## config.mk

```make
export PLATFORM = sky130hd
export DESIGN_NAME = p405s_dcd_issue_buf
export DESIGN_NICKNAME = d
export VERILOG_FILES = /design/src/rtl/p405s_dcd_issue_pkg.sv /design/src/rtl/p405s_dcd_issue_ram2.sv /design/src/rtl/p405s_dcd_issue_buf.sv
export SDC_FILE = /design/constraint.sdc
export NUM_CORES = 1
export LEC_CHECK = 0
export BUFFER_PORTS_ARGS = -buffer_cell sky130_fd_sc_hd__buf_4
export CAP_MARGIN = 20
export CORE_ASPECT_RATIO = 0.9
export CORE_MARGIN = 2
export CORE_UTILIZATION = 40
export DETAILED_ROUTE_END_ITERATION = 10
export HOLD_SLACK_MARGIN = 0.15
export PLACE_DENSITY = 0.65
export SKIP_LAST_GASP = 1
export SYNTH_ARGS = -nofsm -noshare
export SYNTH_HDL_FRONTEND = slang
export SYNTH_SLANG_ARGS = --single-unit
```

## constraint.sdc

```tcl
create_clock -name CB -period 3.3 [get_ports CB]
set_input_delay 0.495 -clock CB [delete_from_list [all_inputs] [get_ports CB]]
set_output_delay 0.495 -clock CB [all_outputs]
set_load 0.05 [all_outputs]
```

## src/rtl/p405s_dcd_issue_pkg.sv

```systemverilog
// Shared constants and types for the decode-stage issue buffer.
// Consumed by p405s_dcd_issue_buf and p405s_dcd_issue_ram2.
package p405s_dcd_issue_pkg;

  localparam int FLD_W_DEF = 17;
  localparam int CTL_W_DEF = 24;

  // Occupancy of the two-entry skid buffer doubles as the control state.
  typedef enum logic [1:0] {
    EMPTY = 2'd0,
    ONE   = 2'd1,
    FULL  = 2'd2
  } occ_e;

  typedef struct packed {
    logic [FLD_W_DEF-1:0] fld;
    logic [CTL_W_DEF-1:0] ctl;
  } entry_t;

endpackage

```

## src/rtl/p405s_dcd_issue_ram2.sv

```systemverilog
// Two-entry register file for the issue buffer: one write slot, one read slot.
// Storage is cleared by a synchronous active-low reset so no X can reach the IFB.
module p405s_dcd_issue_ram2 #(
  parameter int W = 41
) (
  input  logic         clk,
  input  logic         rst_n,
  input  logic         we,
  input  logic         wslot,
  input  logic [W-1:0] wdata,
  input  logic         rslot,
  output logic [W-1:0] rdata
);

  logic [W-1:0] mem [2];

  always_ff @(posedge clk) begin
    if (!rst_n) begin
      mem[0] <= '0;
      mem[1] <= '0;
    end else if (we) begin
      mem[wslot] <= wdata;
    end
  end

  assign rdata = mem[rslot];

endmodule

```

## src/rtl/p405s_dcd_issue_buf.sv

```systemverilog
// Decode-stage issue buffer: 2-entry skid FIFO feeding the execute IFB.
// Optional bubble counter is built only when P405S_DCD_ISSUE_PERF_EN is defined.
module p405s_dcd_issue_buf
  import p405s_dcd_issue_pkg::*;
#(
  parameter int FLD_W = FLD_W_DEF,
  parameter int CTL_W = CTL_W_DEF
) (
  input  logic             CB,
  input  logic             resetCore_Neg,
  input  logic             dcdValid,
  input  logic [FLD_W-1:0] dcdFldIn,
  input  logic [CTL_W-1:0] dcdCtlIn,
  input  logic             exeStall,
  input  logic             exeFlush,
  output logic             dcdHold,
  output logic [FLD_W-1:0] dcdFldOut,
  output logic [CTL_W-1:0] dcdCtlOut,
  output logic             exeDataE,
  output logic             exeDataSel,
  output logic             exeFlushorClear,
  output logic [1:0]       dcdBufCnt,
  output logic [15:0]      dcdBubbleCnt
);

  localparam int W = FLD_W + CTL_W;

  occ_e         cnt;
  logic         hd;
  logic         push;
  logic         pop;
  logic         wslot;
  logic [W-1:0] head_data;
  logic         empty;

  assign empty   = (cnt == EMPTY);
  assign dcdHold = (cnt == FULL);
  assign push    = dcdValid & ~dcdHold & ~exeFlush;
  assign pop     = ~empty & ~exeStall & ~exeFlush;
  // With at most one live entry the free slot is hd itself or its neighbour.
  assign wslot   = hd ^ (cnt == ONE);

  p405s_dcd_issue_ram2 #(.W(W)) u_ram (
    .clk   (CB),
    .rst_n (resetCore_Neg),
    .we    (push),
    .wslot (wslot),
    .wdata ({dcdFldIn, dcdCtlIn}),
    .rslot (hd),
    .rdata (head_data)
  );

  // Flush empties the buffer but leaves hd where it is.
  always_ff @(posedge CB) begin
    if (!resetCore_Neg) begin
      cnt <= EMPTY;
      hd  <= 1'b0;
    end else if (exeFlush) begin
      cnt <= EMPTY;
    end else begin
      if (pop) hd <= ~hd;
      unique case (cnt)
        EMPTY: if (push) cnt <= ONE;
        ONE: begin
          if (push && !pop)      cnt <= FULL;
          else if (!push && pop) cnt <= EMPTY;
        end
        FULL:  if (pop) cnt <= ONE;
        default: cnt <= EMPTY;
      endcase
    end
  end

  assign dcdFldOut       = empty ? '0 : head_data[W-1:CTL_W];
  assign dcdCtlOut       = empty ? '0 : head_data[CTL_W-1:0];
  assign exeDataE        = ~exeStall;
  assign exeDataSel      = empty | exeFlush;
  assign exeFlushorClear = exeFlush | empty;
  assign dcdBufCnt       = cnt;

`ifdef P405S_DCD_ISSUE_PERF_EN
  logic [15:0] bubble_cnt;

  // Counts cycles where the IFB loads a bubble; saturates rather than wraps.
  always_ff @(posedge CB) begin
    if (!resetCore_Neg) begin
      bubble_cnt <= 16'h0000;
    end else if (exeDataE && exeDataSel && bubble_cnt != 16'hFFFF) begin
      bubble_cnt <= bubble_cnt + 16'h0001;
    end
  end

  assign dcdBubbleCnt = bubble_cnt;
`else
  assign dcdBubbleCnt = 16'h0000;
`endif

endmodule

```

Yosys cells after proc, flatten, opt, wreduce, memory -nomap -nowiden

Memories as Yosys holds them, arrays and structs flattened. A register that Yosys moved wholly into a read port is not among the register bits.
Cells that the tools add are included.

Bits in registers: 3
Memory bits (writable): 82
Input bits: 46
Output and inout bits: 63
Word-level logic and storage cells: 45
Memories kept: 1

Eq/ne operators: 5
Muxes and demuxes: 16
Bitwise operators: 12
Reductions and logical operators: 9

Memory list:

| memory    | words | bits a word | rd ports | clocked after Yosys merged registers in | write ports | line                       | RTL |
|---|---|---|---|---|---|---|---|
| u_ram.mem | 2     | 41          | 1        | 1                                       | 2           | p405s_dcd_issue_ram2.sv:15 | `logic [W-1:0] mem [2];` |

Operators by type and width:

| operator           | number |
|---|---|
| $mux 41            | 1 |
| $reduce_or 41->1   | 1 |
| $mux 24            | 1 |
| $mux 17            | 1 |
| $mux 1             | 8 |
| $mux 2             | 4 |
| $not 1->1          | 6 |
| $pmux 2 s3         | 1 |
| $and 1x1->1        | 4 |
| $ne 3x1->1 const B | 1 |
| $reduce_and 3->1   | 1 |
| $eq 2x1->1 const B | 1 |
| $eq 2x2->1 const B | 1 |
| $logic_and 1x1->1  | 2 |
| $logic_not 1->1    | 2 |
| $logic_not 2->1    | 1 |
| $ne 2x1->1 const B | 1 |
| $ne 2x2->1 const B | 1 |
| $reduce_and 2->1   | 1 |
| $reduce_or 2->1    | 1 |
| $or 1x1->1         | 1 |
| $xor 1x1->1        | 1 |

Depth between registers and ports, before layout

Depth in word-level cells: 9
Depth in mapped cells: 5
Mapped depth without buffers: 3

By module

Synthesis repeated with hierarchy kept, for this count alone.

Cell total of the unflattened synthesis: 313
Area, all modules: 4201.5 sq um

Modules (own cells, without submodules):

| module               | instances | cells each | area each (sq um) | sequential area each (sq um) |
|---|---|---|---|---|
| p405s_dcd_issue_ram2 | 1         | 228        | 3603.5            | 2462.4 |
| p405s_dcd_issue_buf  | 1         | 85         | 598.1             | 60.1 |

Least setup slack after synthesis

OpenSTA, ideal clock, no wires.

Path kind: register to register
Start: reg cnt[0] (netlist: dcdBufCnt[0])
End: mem u_ram.mem[1][0] (enable)
Library setup time: 405 ps
Data arrival time: 2338 ps
Data required time: 2895 ps
Slack: 557 ps
Cell stages (with the launch flop): 5
Path buffers: 1
Period minus slack after synthesis: 2743 ps
Path through: dfxtp_1 -> buf_4 -> nand4bb_1 -> o22ai_4 -> nand2b_1

RTL lines:

| item                   | line                       | RTL |
|---|---|---|
| from (decl)            | p405s_dcd_issue_buf.sv:28  | `occ_e cnt;` |
| from (signal assigned) | p405s_dcd_issue_buf.sv:56  | `cnt <= EMPTY;` |
| from (signal assigned) | p405s_dcd_issue_buf.sv:59  | `cnt <= EMPTY;` |
| from (signal assigned) | p405s_dcd_issue_buf.sv:63  | `EMPTY: if (push) cnt <= ONE;` |
| to (decl)              | p405s_dcd_issue_ram2.sv:15 |  |

Final worst setup path

Start: reg cnt[1] (netlist: dcdBufCnt[1])
End: out dcdFldOut[5]

Word-level cells in the longest chain between the ends: 2

Ends and longest elaborated chain:

| item            | line                      | RTL |
|---|---|---|
| $logic_not 2->1 | p405s_dcd_issue_buf.sv:36 | `assign empty = (cnt == EMPTY);` |
| $mux 17         | p405s_dcd_issue_buf.sv:74 | `assign dcdFldOut = empty ? '0 : head_data[W-1:CTL_W];` |
| to (decl)       | p405s_dcd_issue_buf.sv:17 | `output logic [FLD_W-1:0] dcdFldOut,` |

No other way between the ends.

==> metrics.txt <==
Final Hold Viols=0; Period Utilization, post-route=73.5%; PwrDens=479 mW/mm^2; Max Slew Vio Count=0; worst reg-to-reg setup slack=1.19 ns; Finished Cell Area=0.00512 sq mm; Data required, critical path=2.80 ns; Slew @ Worst Pin=0.688 ns; post-cts sizing count=0; R2R depth=4; Final WS setup=0.875 ns; post-CTS setup buffers=0; starting density of the core=40.7%; GRT Util Overall=13.6%; number of DRC markers in iteration 0=72; slowest stage delay, CP=0.46 ns; Clock transition at path regs=0.06 ns; Rel. slew slack=54.1%; average wire per standard cell=14.3 microns; DR vias/cell=4.67; Yosys top cell by area=edfxtp_1; # clock sinks=86; Worst setup SP type=register; Remaining DRCs=0; final setup vio count=0; number of enable flip-flop cells after synthesis=82; vias in the first global route=2361; H-Tree Depth=3; Primary FF master, synth=edfxtp_1; dpl ws=1.11 ns; post-synthesis cell area=0.00413 sq mm; f_max=412 MHz; RePlAce Congestion=0.728; largest net degree at the start of global routing=42; worst hold path depth=2; cts bufs inserted=9; RR Endpoint=u_ram.mem[0][33]; Max Clock Skew=0.00633 ns; synthesized area per cell=13.2 sq um; status=finished, final reports clean; Post-Place Cell Area=0.00486 sq mm; gr ovfl total=0; nets@finish=448; layout cells sized above 1=29.2%; Top Ports=109; largest cells by area after synthesis=edfxtp_1 60%, and2_1 12%, mux2i_1 9.9%; most used cell, CP=buf_4; worst skew pair latency=0.32 ns; crit path from=dcdBufCnt[1]; CP Cell Sequence=nor2_4, buf_4, nor2_1, buf_4; Fillers=908; Post-CTS Hold Buffers=0; Commonest cells post-synth=82 x and2_1, 82 x edfxtp_1, 43 x nor2_1, 41 x mux2i_1, 18 x buf_4; Yosys Warn Count=0; Pleak=2.01 nW; Final TNS setup=0 ns; Routed Wire Length=7.68 mm; number of library cell types mapped by synthesis=26; Ant. Diodes=0; CP Capture Point=dcdFldOut[5]; RSZ-0062 raised after global routing=false; hpwl dp=4.95 mm; Hold Path Class=primary input to register; critical-path maximum fanout=27; vias post-DR=2505; Slowest-stage cell, CP=dfxtp_1; # port buffers=92; Critical Setup Path Class=register to output port; P&R area growth vs syn=23.9%; Final Hold Slack=0.454 ns; Rows=35; Max VDD drop=0.000189 V; Root Driver=clkbuf_16; Core ar.=0.0102 sq mm; first-pass GRT wire length=11.7 mm; initial antenna violation count=0; die height=100 microns; Worst EP arrival=1.93 ns; Seq/Total Area, Yosys=61.5%; drt pass-1 iters=4; Die W=111 microns; Worst Setup End Kind=output port; Yosys top cell area share=59.6%; Post-Syn Instances=314; Pwr Total=2.45 mW; CTS tree=done; Synth Register Bits=86; post-route ant nets=0; asr flop ratio synth=0%; min Tclk post-route=2.43 ns; Max clock buf depth=2; Reg-to-Reg Start=dcdBufCnt[1]; full die area=0.0112 sq mm; Max Cap Viol=0
## area by class of cell
class | instances | area [sq um] | area share, %
sequential | 86 | 2540 | 49.7
multi-input combinational | 205 | 1370 | 26.8
timing repair buffer | 98 | 773 | 15.1
clock buffer | 12 | 236 | 4.62
tap | 129 | 161 | 3.15
clock inverter | 4 | 25.0 | 0.489
inverter | 2 | 7.51 | 0.147
## logic make-up after synthesis
family,share of synthesized area (%)
mux,9.93
other cells,0.0908
flops,61.5
simple gates,18.7
compound gates,2.12
xor+xnor,0.666
buf+inv,6.97
## through the flow
stage	util, %	instances
final	50.4	536
after global routing	50.4	536
after CTS	50.4	536
after detailed placement	47.8	520
after global placement	47.8	520
after floorplan	-	329
## power breakdown
| group | leakage [nW] | total, mW | switching (mW) | internal [mW] |
|---|---|---|---|---|
| combinational | 0.996 | 0.301 | 0.198 | 0.103 |
| sequential | 0.887 | 1.27 | 0.0206 | 1.25 |
| clock | 0.123 | 0.877 | 0.369 | 0.507 |
## cell usage in the layout (no fill, tap or decap), drive strengths merged, types with 3 or more instances in the layout
cell,count
and2,82
buf,98
clkbuf,12
conb,16
dfxtp,4
edfxtp,82
mux2i,41
nand2b,3
nor2,43
## routing by layer
metal  wire, microns  global-route usage (%)  part of all wire, %
met5               0                       0                    0
met4              45                    4.65                 0.59
met3             473                    3.56                  6.2
met2            3700                    22.7                   48
met1            3460                    17.3                   45
## critical path: cells and delay by family, from the launching register on
family | cells | cell delay (ns)
buffers and inverters | 2 | 0.57
DFF | 1 | 0.46
and+or+nand+nor | 2 | 0.55
## worst min-delay path by stage
stage | to | slack [ns] | start
after floorplan | register | 0.50 | hd
after global placement | hd | 0.54 | hd
after detailed placement | hd | 0.55 | hd
after CTS | u_ram.mem[0][26] | 0.44 | dcdFldIn[2]
after global routing | u_ram.mem[0][20] | 0.45 | dcdCtlIn[20]
final | u_ram.mem[0][26] | 0.45 | dcdFldIn[2]
## registers in the layout, indices dropped and copies added (netlist names), named ones only
register   cells
hd             1
dcdBufCnt      2
u_ram.mem     82
Power figures use the tool's default switching activity.
